[src/rtl/ntt_stage_sequencer_if.sv]
// Handshake and memory-control bundle between the NTT stage sequencer and
// the surrounding bank/PE/twiddle logic.
interface ntt_stage_sequencer_if #(
    parameter int RING_DEPTH = 8
);
    logic                          start;
    logic                          inverse;
    logic [RING_DEPTH-2:0]         rd_addr;
    logic                          rd_en;
    logic [RING_DEPTH:0]           tw_addr;
    logic [RING_DEPTH-2:0]         wr_addr;
    logic                          wr_en;
    logic [$clog2(RING_DEPTH)-1:0] stage;
    logic                          last_stage;
    logic                          busy;
    logic                          done;

    // Controller side: launches a transform and observes progress.
    modport master (
        output start, inverse,
        input  rd_addr, rd_en, tw_addr, wr_addr, wr_en,
        input  stage, last_stage, busy, done
    );

    // Sequencer side.
    modport slave (
        input  start, inverse,
        output rd_addr, rd_en, tw_addr, wr_addr, wr_en,
        output stage, last_stage, busy, done
    );
endinterface

[src/rtl/ntt_stage_sequencer.sv]
// Walks the radix-2 NTT butterfly stages over the two half-ring banks:
// one pair read per cycle, twiddle address alongside, write-back delayed by
// the bank+PE latency, and a drain gap between stages so a stage never reads
// a word the previous stage has not yet written.
module ntt_stage_sequencer #(
    parameter int RING_DEPTH   = 8,
    parameter int PE_LATENCY   = 4,
    parameter int BRAM_LATENCY = 1
) (
    input  logic                 clk,
    input  logic                 reset,
    ntt_stage_sequencer_if.slave bus
);
    localparam int N_HALF = 1 << (RING_DEPTH - 1);
    localparam int AW     = RING_DEPTH - 1;
    localparam int TW     = RING_DEPTH + 1;
    localparam int SW     = $clog2(RING_DEPTH);
    localparam int L      = BRAM_LATENCY + PE_LATENCY;
    localparam int CW     = $clog2(L + 1);

    typedef enum logic [1:0] {
        IDLE  = 2'd0,
        READ  = 2'd1,
        DRAIN = 2'd2,
        DONE  = 2'd3
    } state_t;

    state_t          state, state_nxt;
    logic [AW-1:0]   j, j_nxt;
    logic [SW-1:0]   s, s_nxt;
    logic [CW-1:0]   cnt, cnt_nxt;
    logic            inv, inv_nxt;
    logic [TW-1:0]   tw_q;
    logic            rd_en_c;
    logic [L-1:0]    wb_vld;
    logic [AW-1:0]   wb_addr [L];

    // Twiddle index for stage st, pair jj: the stage's twiddle block starts
    // at 2^st and holds 2^st distinct factors, selected by the top st bits of
    // the pair index. The direction bit picks the forward or inverse table.
    function automatic logic [TW-1:0] tw_index(
        input logic [SW-1:0] st,
        input logic [AW-1:0] jj,
        input logic          iv
    );
        logic [RING_DEPTH-1:0] base;
        logic [RING_DEPTH-1:0] off;
        base = RING_DEPTH'(1) << st;
        off  = {1'b0, jj} >> (AW - int'(st));
        return {iv, base + off};
    endfunction

    // Next-state and counter update for the stage walk.
    always_comb begin
        state_nxt = state;
        j_nxt     = j;
        s_nxt     = s;
        cnt_nxt   = cnt;
        inv_nxt   = inv;
        case (state)
            IDLE: begin
                if (bus.start) begin
                    state_nxt = READ;
                    j_nxt     = '0;
                    s_nxt     = '0;
                    cnt_nxt   = '0;
                    inv_nxt   = bus.inverse;
                end
            end
            READ: begin
                if (j == AW'(N_HALF - 1)) begin
                    state_nxt = DRAIN;
                    j_nxt     = '0;
                    cnt_nxt   = '0;
                end else begin
                    j_nxt = j + 1'b1;
                end
            end
            DRAIN: begin
                if (cnt == CW'(L - 1)) begin
                    cnt_nxt = '0;
                    if (s != SW'(RING_DEPTH - 1)) begin
                        s_nxt     = s + 1'b1;
                        state_nxt = READ;
                    end else begin
                        s_nxt     = '0;
                        state_nxt = DONE;
                    end
                end else begin
                    cnt_nxt = cnt + 1'b1;
                end
            end
            DONE: begin
                state_nxt = IDLE;
            end
            default: begin
                state_nxt = IDLE;
            end
        endcase
    end

    // FSM, pair index, stage and latched direction registers.
    always_ff @(posedge clk) begin
        if (reset) begin
            state <= IDLE;
            j     <= '0;
            s     <= '0;
            cnt   <= '0;
            inv   <= 1'b0;
        end else begin
            state <= state_nxt;
            j     <= j_nxt;
            s     <= s_nxt;
            cnt   <= cnt_nxt;
            inv   <= inv_nxt;
        end
    end

    // Twiddle address registered from the same next values that drive the
    // read address, so both present together in each READ cycle.
    always_ff @(posedge clk) begin
        if (reset) begin
            tw_q <= '0;
        end else if (state_nxt == READ) begin
            tw_q <= tw_index(s_nxt, j_nxt, inv_nxt);
        end else begin
            tw_q <= '0;
        end
    end

    assign rd_en_c = (state == READ);

    // Write-back delay line: each read re-emerges L cycles later as the
    // matching write, landing the stage's last write on the final drain cycle.
    always_ff @(posedge clk) begin
        if (reset) begin
            wb_vld <= '0;
            for (int i = 0; i < L; i++) begin
                wb_addr[i] <= '0;
            end
        end else begin
            wb_vld[0]  <= rd_en_c;
            wb_addr[0] <= j;
            for (int i = 1; i < L; i++) begin
                wb_vld[i]  <= wb_vld[i-1];
                wb_addr[i] <= wb_addr[i-1];
            end
        end
    end

    assign bus.rd_en      = rd_en_c;
    assign bus.rd_addr    = j;
    assign bus.tw_addr    = tw_q;
    assign bus.wr_en      = wb_vld[L-1];
    assign bus.wr_addr    = wb_addr[L-1];
    assign bus.stage      = s;
    assign bus.last_stage = ((state == READ) || (state == DRAIN)) &&
                            (s == SW'(RING_DEPTH - 1));
    assign bus.busy       = (state == READ) || (state == DRAIN);
    assign bus.done       = (state == DONE);
endmodule

[src/flat_wrapper.sv]
// flat-port wrapper written by rule: the top's interface ports become plain ports
module ntt_stage_sequencer_flat 
#(
    parameter int RING_DEPTH   = 8,
    parameter int PE_LATENCY   = 4,
    parameter int BRAM_LATENCY = 1
)
  (clk, reset, bus_start, bus_inverse, bus_rd_addr, bus_rd_en, bus_tw_addr, bus_wr_addr, bus_wr_en, bus_stage, bus_last_stage, bus_busy, bus_done);
  ntt_stage_sequencer_if #(.RING_DEPTH(RING_DEPTH)) bus_i ();
  input  logic clk;
  input  logic reset;
  input wire logic [$bits(bus_i.start)-1:0] bus_start;
  input wire logic [$bits(bus_i.inverse)-1:0] bus_inverse;
  output wire logic [$bits(bus_i.rd_addr)-1:0] bus_rd_addr;
  output wire logic [$bits(bus_i.rd_en)-1:0] bus_rd_en;
  output wire logic [$bits(bus_i.tw_addr)-1:0] bus_tw_addr;
  output wire logic [$bits(bus_i.wr_addr)-1:0] bus_wr_addr;
  output wire logic [$bits(bus_i.wr_en)-1:0] bus_wr_en;
  output wire logic [$bits(bus_i.stage)-1:0] bus_stage;
  output wire logic [$bits(bus_i.last_stage)-1:0] bus_last_stage;
  output wire logic [$bits(bus_i.busy)-1:0] bus_busy;
  output wire logic [$bits(bus_i.done)-1:0] bus_done;
  assign bus_i.start = bus_start;
  assign bus_i.inverse = bus_inverse;
  assign bus_rd_addr = bus_i.rd_addr;
  assign bus_rd_en = bus_i.rd_en;
  assign bus_tw_addr = bus_i.tw_addr;
  assign bus_wr_addr = bus_i.wr_addr;
  assign bus_wr_en = bus_i.wr_en;
  assign bus_stage = bus_i.stage;
  assign bus_last_stage = bus_i.last_stage;
  assign bus_busy = bus_i.busy;
  assign bus_done = bus_i.done;
  ntt_stage_sequencer #(.RING_DEPTH(RING_DEPTH), .PE_LATENCY(PE_LATENCY), .BRAM_LATENCY(BRAM_LATENCY)) u_core (.clk(clk), .reset(reset), .bus(bus_i));
endmodule
[config.mk]
export PLATFORM = sky130hd
export DESIGN_NAME = ntt_stage_sequencer_flat
export DESIGN_NICKNAME = d
export VERILOG_FILES = /design/src/rtl/ntt_stage_sequencer_if.sv /design/src/rtl/ntt_stage_sequencer.sv /design/src/flat_wrapper.sv
export SDC_FILE = /design/constraint.sdc
export NUM_CORES = 1
export LEC_CHECK = 0
export ABC_AREA = 1
export CAP_MARGIN = 20
export CORE_UTILIZATION = 40
export CTS_BUF_LIST = sky130_fd_sc_hd__clkbuf_8
export CTS_CLUSTER_SIZE = 10
export DETAILED_ROUTE_END_ITERATION = 16
export PLACE_DENSITY = 0.6
export SETUP_SLACK_MARGIN = 0.5
export SLEW_MARGIN = 20
export SYNTH_ARGS = -nofsm -noshare
export SYNTH_HDL_FRONTEND = slang
export SYNTH_SLANG_ARGS = --single-unit
[constraint.sdc]
create_clock -name clk -period 7.9 [get_ports clk]
set_input_delay 0.79 -clock clk [delete_from_list [all_inputs] [get_ports clk]]
set_output_delay 0.79 -clock clk [all_outputs]
set_load 0.05 [all_outputs]
======== Word-level counts from Yosys, hierarchy flattened ========
Memory sizes are Yosys's and may differ from the RTL's.
Cells that the tools add are included.
word-level totals
  memories kept ........................... 1
  register bits ........................... 30
  input bits .............................. 4
  word-level logic and storage cells ...... 63
  memory bits (writable) .................. 35
  output and inout port bits .............. 31
cells by class
  equality and inequality tests ........... 10
  multiplexer cells ....................... 26
  bitwise operators ....................... 6
  add/subtract/negate cells ............... 5
  shift-type cells ........................ 2
  reduce and logical (&&, ||, !) cells .... 6
memories
  name            depth  width  rd ports  clocked after memory_dff  write ports  RTL line                   text
  u_core.wb_addr  5      7      5         0                         5            ntt_stage_sequencer.sv:36  logic [AW-1:0] wb_addr [L];
operator list
  cell                                                    number
  two-way mux 7 bit                                       7
  right shift 7 x 32 -> 8 bit                             1
  two-way mux 3 bit                                       6
  one-hot mux 7 bit (2 select lines)                      1
  one-hot mux 3 bit (3 select lines)                      1
  adder 8 bit                                             1
  two-way mux 2 bit                                       4
  one-hot mux 2 bit (4 select lines)                      1
  << shifter 1 x 3 -> 8 bit (first input constant)        1
  adder 7 x 1 -> 7 bit (second input constant)            1
  equality test 7 bit (second input constant)             1
  adder 3 x 1 -> 3 bit (second input constant)            2
  equality test 3 bit (second input constant)             2
  one-hot mux 3 bit (2 select lines)                      1
  two-way mux 1 bit                                       5
  OR 1 bit                                                5
  equality test 2 x 1 -> 1 bit (second input constant)    2
  equality test 2 bit (second input constant)             2
  subtractor 3 x 3 -> 4 bit (first input constant)        1
  inequality test 3 bit (second input constant)           1
  AND reduction 3 bit                                     1
  nonzero test 3 bit                                      1
  logical NOT 2 bit                                       1
  inequality test 2 x 1 -> 1 bit (second input constant)  1
  5 further kinds                                         5

======== Logic depth before layout (Yosys ltp) ========
  depth in word-level cells ............... 7
  depth in mapped cells ................... 24
  depth with buffers taken out ............ 22

======== Worst setup path after synthesis ========
OpenSTA, ideal clock, no wires.
  path type ............................... register to register
  start ................................... register u_core.s[0], in the netlist u_core.bus.stage[0]
  end ..................................... register u_core.tw_q[6], in the netlist u_core.bus.tw_addr[6]
  setup time .............................. 0.115 ns
  setup slack ............................. 4.645 ns
  data required time ...................... 7.785 ns
  buffers on the path ..................... 1
  data arrival time ....................... 3.140 ns
  stages on the path, launching flop included .. 22
  clock period less this slack ............ 3.255 ns
  path through ............................ dfxtp_1 > ha_1 > ha_1 > nor2_1 > nand2_2 > nand3_2 > buf_6 > nand2_1 > nor2_1 > inv_1 > nor2_1 > a21oi_1 > o211ai_1 > ha_1 > fa_1 > nand2_1 > inv_1 > or2_2 > nand3_2 > nand3_1 > nand2_1 > nor2_1
between the ends
  word-level cells in the longest chain between the ends .. 7
  elaborated cells on any way between the ends .. 16
  those cells by class .................... add/sub: 3; eq/ne: 2; shift: 2; mux: 7; bitwise: 1; reduce/logical: 1
RTL lines
  element                                                                                   RTL line                                               text
  start, declared                                                                           ntt_stage_sequencer.sv:30                              logic [SW-1:0] s, s_nxt;
  start signal, assigned                                                                    ntt_stage_sequencer.sv:113                             s <= s_nxt;
  adder 3 x 1 -> 3 bit or inequality test 3 bit (tied branches)                             ntt_stage_sequencer.sv:83, ntt_stage_sequencer.sv:82
  two-way mux 3 bit or two-way mux 2 bit (tied branches)                                    ntt_stage_sequencer.sv:82                              if (s != SW'(RING_DEPTH - 1)) begin
  two-way mux 3 bit or two-way mux 2 bit (tied branches)                                    ntt_stage_sequencer.sv:80                              if (cnt == CW'(L - 1)) begin
  one-hot mux 3 bit (2 select lines) or one-hot mux 2 bit (4 select lines) (tied branches)  ntt_stage_sequencer.sv:60                              case (state)
  subtractor 3 x 3 -> 4 bit or equality test 2 x 1 -> 1 bit (tied branches)                 ntt_stage_sequencer.sv:49, ntt_stage_sequencer.sv:124
  right shift 7 x 32 -> 8 bit or NOT 1 bit (tied branches)                                  --
  adder 8 bit or OR reduction 2 bit (tied branches)                                         --
  end signal, assigned                                                                      ntt_stage_sequencer.sv:125                             tw_q <= tw_index(s_nxt, j_nxt, inv_nxt);
  end, declared                                                                             ntt_stage_sequencer.sv:33                              logic [TW-1:0] tw_q;
Several ways; a longest one is shown, not always the timed one.
A chain may end at the register's enable or synchronous reset.

======== Final worst setup path ========
  start ................................... input bus_start
  end ..................................... register u_core.tw_q[6], in the netlist u_core.bus.tw_addr[6]
between the ends
  word-level cells in the longest chain between the ends .. 5
  elaborated cells on any way between the ends .. 13
  those cells by class .................... add/sub: 2; eq/ne: 1; shift: 2; mux: 6; bitwise: 1; reduce/logical: 1
RTL lines
  element                                                                                   RTL line                                               text
  start, declared                                                                           flat_wrapper.sv:12                                     input wire logic [$bits(bus_i.start)-1:0] bus_start;
  two-way mux 3 bit or two-way mux 2 bit (tied branches)                                    ntt_stage_sequencer.sv:62                              if (bus.start) begin
  one-hot mux 3 bit (2 select lines) or one-hot mux 2 bit (4 select lines) (tied branches)  ntt_stage_sequencer.sv:60
  subtractor 3 x 3 -> 4 bit or equality test 2 x 1 -> 1 bit (tied branches)                 ntt_stage_sequencer.sv:49, ntt_stage_sequencer.sv:124
  right shift 7 x 32 -> 8 bit or NOT 1 bit (tied branches)                                  --
  adder 8 bit or OR reduction 2 bit (tied branches)                                         --
Several ways; a longest one is shown, not always the timed one.

==> metrics.txt <==
Congestion Overflow GR=0; Die Outline Area=7777 µm²; cell count after synthesis=381; starting density of the core=41.19%; Resized Gates After CTS=0; num rows=31; number of warning messages in the yosys log=0; vertical die dimension=88.19 µm; highest achievable clock rate=0.2786 GHz; critical path required time=8.14 ns; worst setup timing slack at the placement stage=3.969 ns; detail-routed via count per cell=4.481; Clk pin slew, worst setup/hold paths=0.07 ns; Switch Pwr=0.0001742 W; power share of the sequential group=50.1%; final critical path time including I/O delays and setup=3.590 ns; mean instance size in the synthesized netlist=7.799 µm²; number of synthesized flops with an enable pin=0; number of endpoints failing setup at the final stage=0; internal power=0.0004979 W; post-route total power=0.0006721 W; global-route wire length before repair=9204 µm; critical path endpoint category=flip-flop; layout cell share with drive strength beyond 1=12.95%; number of antenna violations at the first check in global routing=0; leak pwr=1.529 nW; number of instances in the placed design=500; sequential fraction of the synthesis area=43.79%; flip-flop and latch count after synthesis=65; Worst Clk Skew=0.006401 ns; I/O pin total=35; clock buffer count from CTS=9; filler-free cell count of the finished design=516; via count of the first global-routing pass=2,241; Worst-Skew Late Latency=0.34 ns; maximum fanout along the worst path=11; Max-Cap Viols=0; fraction of synthesis flops using an asynchronous set or reset pin=0%; critical path type=in2reg; violation count after the first detailed-route iteration=98; area of the mapped netlist=2972 µm²; combinational share of power=8.4%; number of fill cells in the layout=749; synthesized net count=401; crit share post-route=45.44%; hold slack=0.3984 ns; overall via count from detail_route=2,312; ys flop type=sky130_fd_sc_hd__dfxtp_1; area occupied by multi-input gates=1271 µm²; Cell Pwr Density=189.8 nW/µm²; Fin Setup TNS=0 ns; floorplan core area=7214 µm²; antenna diode instance count=0; Max clock buf depth=2; count of nets left with antenna violations after detail routing=0; Wirelength per Cell=10.28 µm; count of buffers inserted at the top-level ports=34; unrepaired setup endpoints after global routing=false; net switching fraction of the power=25.92%; CTS HTree Levels=3; total clock sinks=65; TritonCTS clock tree=built; buffers inserted during post-CTS setup optimization=0; unique cell type count in the Yosys netlist=34; width of the die=88.19 µm; final-report hold violation count=0; Critical Path Source Type=primary input; library cell with the highest instance count after synthesis=sky130_fd_sc_hd__inv_1; GRT Resource Usage Total=15.67%; setup slack of the critical path after layout=4.310 ns; pin count of the biggest net entering global routing=56; clock share of power=41.5%; list of most frequent post-synthesis cells=sky130_fd_sc_hd__inv_1, sky130_fd_sc_hd__nor2_1, sky130_fd_sc_hd__dfxtp_1; worst max-slew margin expressed relative to the limit=64.06%; number of iterations in the first detailed-routing pass=4; number of DRC violations after detailed routing=0; number of pins with negative max-slew slack in the final report=0; Nets=432; transition time of the tightest slew-check pin=0.5391 ns; cell taking the most area after synthesis=sky130_fd_sc_hd__dfxtp_1; top cell type's share of synthesized area=43.79%; cell types with the largest area share after synthesis=sky130_fd_sc_hd__dfxtp_1, sky130_fd_sc_hd__inv_1, sky130_fd_sc_hd__nor2_1; path category of the worst min-delay check=reg2reg; final weighted congestion in routability-driven placement=0.8435; Register Area=1301 µm²; highest ir drop seen on vdd=0.08937 mV; worst endpoint data arrival time=3.83 ns; Area growth syn-to-layout=19.16%; detailed placement HPWL=3889 µm; total of hold buffers inserted after clock tree synthesis=0; Clock Tree Root=sky130_fd_sc_hd__clkbuf_8; outcome=completed; final wirelength=5303 µm
through the flow:
stage / area [µm²] / utilization, %
final: 3541 / 49.08
after global routing: 3541 / 49.08
after CTS: 3541 / 49.08
after detailed placement: 3341 / 46.31
after global placement: 3341 / 46.31
after floorplan: 2972 / -
final cells by class:
type,instances,share of cell area (%)
clock buffer,9,3.498
clock inverter,7,2.155
inverter,79,8.516
multi-input combinational,222,35.90
sequential,65,36.75
tap,99,3.498
timing repair buffer,35,9.682
flip-flops by register name, indices dropped and copies added (netlist names):
signal,flops
u_core.inv,1
u_core.bus.tw_addr,9
u_core.wb_vld,5
u_core.bus.stage,3
u_core.bus.rd_addr,7
u_core.cnt,3
u_core.state,2
u_core.wb_addr,35
path summary, 6_finish.rpt:
kind	startpoint	end	slack (ns)	depth (start not counted)
worst max-delay path	bus_start	u_core.bus.tw_addr[6]	4.31	21
worst min-delay path	u_core.wb_addr[0][1]	u_core.wb_addr[0][8]	0.40	2
worst max register to register	u_core.state[0]	u_core.bus.tw_addr[6]	4.41	20
worst min register to register	u_core.wb_addr[0][1]	u_core.wb_addr[0][8]	0.40	2
power by group through the flow:
stage | clock network [W] | registers [W] | logic (W)
finish | 0.000279 | 0.000337 | 0.0000561
global route | 0.000305 | 0.000337 | 0.0000625
CTS | 0.000291 | 0.000337 | 0.0000569
detailed placement | 0 | 0.000344 | 0.0000566
global placement | 0 | 0.000344 | 0.0000559
floorplan | 0 | 0.000351 | 0.0000344
critical path, cell delays in order:
cell and delay, ns:
sky130_fd_sc_hd__clkdlybuf4s50_1 0.47, sky130_fd_sc_hd__inv_1 0.04, sky130_fd_sc_hd__nand2_1 0.17, sky130_fd_sc_hd__nand2_2 0.08, sky130_fd_sc_hd__nand2_2 0.06, sky130_fd_sc_hd__nand3_2 0.23, sky130_fd_sc_hd__inv_2 0.18, sky130_fd_sc_hd__nand3_1 0.08
sky130_fd_sc_hd__o21ai_0 0.13, sky130_fd_sc_hd__o22ai_1 0.14, sky130_fd_sc_hd__nand2_1 0.08, sky130_fd_sc_hd__o211ai_1 0.09, sky130_fd_sc_hd__ha_1 0.24, sky130_fd_sc_hd__fa_1 0.38, sky130_fd_sc_hd__nand2_1 0.07, sky130_fd_sc_hd__inv_1 0.04
sky130_fd_sc_hd__or2_2 0.30, sky130_fd_sc_hd__nand3_2 0.09, sky130_fd_sc_hd__nand3_1 0.07, sky130_fd_sc_hd__nand2_1 0.07, sky130_fd_sc_hd__nor2_1 0.04
kinds of logic after synthesis:
logic type                 after synthesis  synth area share [%]
muxes                                    1                0.3369
DFF                                     65                 43.79
AOI/OAI and AO/OA                       35                 6.652
buffers and inverters                   94                 13.43
adders and majority gates               16                 6.990
and+or+nand+nor                        169                 28.51
xor gates and xnor gates                 1                0.2948
layer usage:
| layer | vias up | GRT usage, % | share of wire, % |
|---|---|---|---|
| met2 | 32 | 27.90 | 49 |
| met1 | 1053 | 16.68 | 46 |
| met3 | 12 | 5.749 | 3.8 |
| met5 | - | 0 | 0 |
| met4 | 0 | 6.452 | 1.7 |
| li1 | 1215 | - | - |
placed cells by master (no fill, tap or decap), drive strengths merged, types with 2 or more instances in the layout:
cell type      count
buf                2
o21ai             13
nand3             25
a21oi             14
inv               80
nand2             57
a211oi             2
o22ai              2
clkdlybuf4s50     33
nor2              79
ha                15
clkinvlp           2
o211ai             3
dfxtp             65
nand4              3
clkinv             3
or2                2
clkbuf             9
nor3               2
Note: power is estimated with default switching activity, not from simulation.
==> patch 1 (same flow settings) <==
Make the reset (`reset`) asynchronous in 3 clocked blocks.
--- a/src/rtl/ntt_stage_sequencer.sv
+++ b/src/rtl/ntt_stage_sequencer.sv
@@ -100,7 +100,7 @@
     end
 
     // FSM, pair index, stage and latched direction registers.
-    always_ff @(posedge clk) begin
+    always_ff @(posedge clk or posedge reset) begin
         if (reset) begin
             state <= IDLE;
             j     <= '0;
@@ -118,7 +118,7 @@
 
     // Twiddle address registered from the same next values that drive the
     // read address, so both present together in each READ cycle.
-    always_ff @(posedge clk) begin
+    always_ff @(posedge clk or posedge reset) begin
         if (reset) begin
             tw_q <= '0;
         end else if (state_nxt == READ) begin
@@ -132,7 +132,7 @@
 
     // Write-back delay line: each read re-emerges L cycles later as the
     // matching write, landing the stage's last write on the final drain cycle.
-    always_ff @(posedge clk) begin
+    always_ff @(posedge clk or posedge reset) begin
         if (reset) begin
             wb_vld <= '0;
             for (int i = 0; i < L; i++) begin
Behaviour: differs if reset is asserted again (counterexample within 4 cycles, from zero or initial values and one cycle with reset high); with reset held inactive, the same outputs for 10 cycles.
==> patch 1 against the original RTL <==
- design area fell by 2.1%
- sequential share of layout area rose by 10 points
- area after synthesis fell by 2.8%
- final cell count is 14% lower
- worst hold slack got worse by 54 ps
- worst setup slack better by 200 ps
- routed wire length fell by 1.4%
- sequential cell count stayed put
- fmax grew 5.9%
- synthesized cell count fell by 20%
- critical path type unchanged
- highest routed layer unchanged
Power is not compared: it rests on default switching activity, and its combinational part moved more than twofold at a synthesized area within 25%.
==> patch 1: results (changes against the original RTL) <==
========================================================================
Pin count of the biggest net entering global routing                  66   +18%
Average wire length per cell after detail routing                11.8 um   +14%
Average cell area after synthesis                              9.44 um^2   +21%
Async set-reset flop share out of synthesis                         100%   +100 points
Cell Count Post-Placement                                            429   -14%
RePlAce Congestion                                                 0.839   -0.58%
Vias/cell                                                           4.59   +2.4%
Placed wire-length estimate                                      3750 um   -3.5%
Outcome                                                     finished, final reports clean
Reg-to-reg critical path startpoint                         u_core.state[0]$_DFF_PP0_
Setup slack of the most critical reg-to-reg path                 4650 ps   +240 ps
Largest register FFs                                                  28   -20%
Post-Route WL                                                    5230 um   -1.4%
Total nets after synthesis                                           327   -18%
Placed cell areas                                              3290 um^2   -1.4%
Number of global-route vias before repair                           2018   -10%
Clock period minus final worst setup slack                       3390 ps   -199 ps
Share of post-route cells with drive strength above 1              8.31%   -4.6 points
Synth unique cells                                                    26   -24%
Global Route Usage Sum                                             16.3%   +0.64 points
Worst r2r path cells                                                  19   -5.0%
Startpoint of the tightest hold check path                  u_core.wb_addr[34]$_DFF_PP0_
Hold Path Cell Cnt                                                     0   -2
Critical path fanouts, max                                            12   +1
Worst clock skew                                                 12.5 ps   +6.13 ps
Place WS                                                         4180 ps   +209 ps
FF-to-FF End                                                u_core.bus.tw_addr[6]$_DFF_PP0_
Worst-Margin Slew                                                 778 ps   +239 ps
DRC violation total after the first TritonRoute iteration            109   +11%
Global-route wire length before repair                           9320 um   +1.2%
Cells taking the most area after synthesis                  sky130_fd_sc_hd__dfrtp_1, sky130_fd_sc_hd__nand2_1, sky130_fd_sc_hd__ha_1
Delay of the slowest critical-path stage                          490 ps   +20 ps
========================================================================
==> patch 1: cell families after synthesis <==
kind of cell / count (synthesis) / share of synthesized area, %
AOI/OAI and AO/OA: 27 / 5.89
adders and majority gates: 17 / 7.62
DFF: 65 / 56.3
and+or+nand+nor: 144 / 21.1
xor gates and xnor gates: 6 / 1.82
buffers and inverters: 47 / 7.28
==> patch 1: layer usage <==
metal  global-route usage [%]  up-vias  share of wire (%)
met3                     4.64       10                4.2
met4                     8.03        0                2.1
met1                     20.2      953                 48
met2                     26.2       51                 46
met5                        0        -                  0
li1                         -     1028                  -
==> patch 1: cell type report <==
type / instances / area, um^2
Timing Repair Buffer: 35 / 348
Sequential cell: 65 / 1630
Inverter: 39 / 146
Clock buffer: 10 / 138
Fill cell: 651 / 3400
Tap cell: 96 / 120
Multi-Input combinational cell: 194 / 1050
Clock inverter: 6 / 35.0
==> patch 1: how the worst max path moves through the flow <==
stage / depth (start not counted) / startpoint / endpoint
finish: 20 / bus_start / u_core.bus.tw_addr[6]$_DFF_PP0_
global route: 20 / bus_start / u_core.bus.tw_addr[6]$_DFF_PP0_
CTS: 20 / bus_start / u_core.bus.tw_addr[6]$_DFF_PP0_
detailed placement: 20 / bus_start / u_core.bus.tw_addr[6]$_DFF_PP0_
global placement: 20 / bus_start / u_core.bus.tw_addr[6]$_DFF_PP0_
floorplan: 21 / u_core.state[1]$_DFF_PP0_ / u_core.bus.tw_addr[6]$_DFF_PP0_
==> patch 1: report_power, final <==
part / switching (mW) / internal (mW) / total, mW
registers: 0.0479 / 0.429 / 0.477
clock network: 0.121 / 0.120 / 0.241
logic: 0.271 / 0.112 / 0.384
==> patch 1: critical path, delay by kind of cell <==
kind            cells  cell delay [ps]
simple gates       11             1150
compound gates      2              170
fa+ha+maj           2              540
buf+inv             4              800
xor+xnor            1              130
==> patch 2 (same flow settings) <==
Made on the original files. `PE_LATENCY` is set to 4 in 2 places; all go to 2.
--- a/src/rtl/ntt_stage_sequencer.sv
+++ b/src/rtl/ntt_stage_sequencer.sv
@@ -4,7 +4,7 @@
 // a word the previous stage has not yet written.
 module ntt_stage_sequencer #(
     parameter int RING_DEPTH   = 8,
-    parameter int PE_LATENCY   = 4,
+    parameter int PE_LATENCY   = 2,
     parameter int BRAM_LATENCY = 1
 ) (
     input  logic                 clk,
--- a/src/flat_wrapper.sv
+++ b/src/flat_wrapper.sv
@@ -2,7 +2,7 @@
 module ntt_stage_sequencer_flat 
 #(
     parameter int RING_DEPTH   = 8,
-    parameter int PE_LATENCY   = 4,
+    parameter int PE_LATENCY   = 2,
     parameter int BRAM_LATENCY = 1
 )
   (clk, reset, bus_start, bus_inverse, bus_rd_addr, bus_rd_en, bus_tw_addr, bus_wr_addr, bus_wr_en, bus_stage, bus_last_stage, bus_busy, bus_done);
Formal check against the unedited RTL: not equivalent (a bounded check fails within 10 cycles, from zero or initial values and one cycle with reset high).
==> patch 2 against the original RTL <==
- area after synthesis down 18%
- design area down 18%
- sequential power down 25%
- routed wire length down 15%
- sequential cell count down 17
- worst setup slack better by 44 ps
- die area down 18%
- power down 23%
- critical path type unchanged
- largest cell class is now multi-input gates
- highest routed layer unchanged
==> patch 2: results (changes against the original RTL) <==
================================================================================
DRC violation total after the first TritonRoute iteration                     97   -1.0%
RePlAce Congestion                                                         0.874   +3.6%
Delay of the slowest critical-path stage                                  450 ps   -20 ps
Startpoint of the tightest hold check path                          u_core.wb_addr[0][7]$_SDFF_PP0_
Average wire length per cell after detail routing                        10.7 um   +3.6%
Average cell area after synthesis                                      7.59 um^2   -2.7%
Via count                                                                   1937   -16%
Clock network power                                                       213 uW   -24%
Worst endpoint data arrival time                                         3750 ps   -80 ps
Global Route Usage Sum                                                     16.1%   +0.38 points
CTS clock-pin slew for the worst setup and hold paths                      90 ps   +20 ps
CTS HTree Levels                                                               2   -1
Place WS                                                                 4030 ps   +59.9 ps
Register area share after synthesis                                        39.6%   -4.2 points
Switching component of the power                                          127 uW   -27%
Vias/cell                                                                   4.56   +1.7%
Share of post-route cells with drive strength above 1                      11.7%   -1.2 points
Global-route wire length before repair                                   7940 um   -14%
Outcome                                                             finished, final reports clean
Clock latency on the worst-skew pair                                      300 ps   -40 ps
Pin count of the biggest net entering global routing                          38   -32%
Peak supply drop                                                       0.0831 mV   -7.1%
Total nets after synthesis                                                   338   -16%
Sequential power                                                          252 uW   -25%
Cell Count Post-Placement                                                    417   -17%
Placed cell areas                                                      2780 um^2   -17%
Top post-synthesis cells by count                                   sky130_fd_sc_hd__inv_1, sky130_fd_sc_hd__nor2_1, sky130_fd_sc_hd__dfxtp_1
Number of global-route vias before repair                                   1743   -22%
Cells taking the most area after synthesis                          sky130_fd_sc_hd__dfxtp_1, sky130_fd_sc_hd__inv_1, sky130_fd_sc_hd__nor2_1
Worst r2r path cells                                                          18   -10%
Largest register FFs                                                          21   -40%
Number of antenna violations at the first check in global routing              0   unchanged
================================================================================
-- patch 2: changes by cell type in the layout (fill, tap and decap cells not counted), moves of 3 or more --
cell	before	now
sky130_fd_sc_hd__nor2_1	73	54
sky130_fd_sc_hd__nand3_2	10	4
sky130_fd_sc_hd__inv_1	75	55
sky130_fd_sc_hd__clkbuf_8	9	5
sky130_fd_sc_hd__nand3_1	13	18
sky130_fd_sc_hd__dfxtp_1	65	48
sky130_fd_sc_hd__o21ai_2	0	4
sky130_fd_sc_hd__o21ai_0	13	16
sky130_fd_sc_hd__nand2_2	8	3
-- patch 2: cells by family after synthesis --
logic type | synth area share, %
AO/OA/AOI/OAI | 10.9
XOR/XNOR | 0.361
adder cells (fa/ha/maj) | 7.53
buffers and inverters | 13.0
flip-flops | 39.6
multiplexers | 0.412
AND/OR/NAND/NOR | 28.2
-- patch 2: worst max-delay path by stage --
| stage | slack (ps) | cells after the start | start | end |
|---|---|---|---|---|
| 6_report | 4350 | 19 | bus_start | u_core.bus.tw_addr[6]$_SDFF_PP0_ |
| 5_1_grt | 4070 | 19 | bus_start | u_core.bus.tw_addr[6]$_SDFF_PP0_ |
| 4_1_cts | 4350 | 19 | bus_start | u_core.bus.tw_addr[6]$_SDFF_PP0_ |
| 3_5_place_dp | 4030 | 19 | bus_start | u_core.bus.tw_addr[6]$_SDFF_PP0_ |
| 3_3_place_gp | 4090 | 19 | bus_start | u_core.bus.tw_addr[6]$_SDFF_PP0_ |
| 2_1_floorplan | 4690 | 22 | u_core.bus.stage[0]$_SDFF_PP0_ | u_core.bus.tw_addr[6]$_SDFF_PP0_ |
-- patch 2: worst max-delay path, delay by kind of cell --
| family | cells | cell delay [ps] |
|---|---|---|
| buffers and inverters | 5 | 870 |
| AO/OA/AOI/OAI | 4 | 670 |
| AND/OR/NAND/NOR | 9 | 960 |
| adder cells (fa/ha/maj) | 1 | 450 |
-- patch 2: layout make-up --
class / count / area (um^2)
inverter: 59 / 226
sequential: 48 / 961
clock inverter: 3 / 68.8
timing repair buffer: 35 / 348
clock buffer: 5 / 68.8
tap: 75 / 93.8
multi-input combinational: 200 / 1150
fill: 585 / 2970
-- patch 2: per-layer routing --
metal | up-vias | GRT usage [%] | share of wire (%)
met1 | 849 | 20.8 | 50
met4 | 0 | 6.79 | 1.8
met2 | 27 | 25.6 | 45
li1 | 1052 | - | -
met3 | 9 | 3.54 | 3.4
met5 | - | 0 | 0
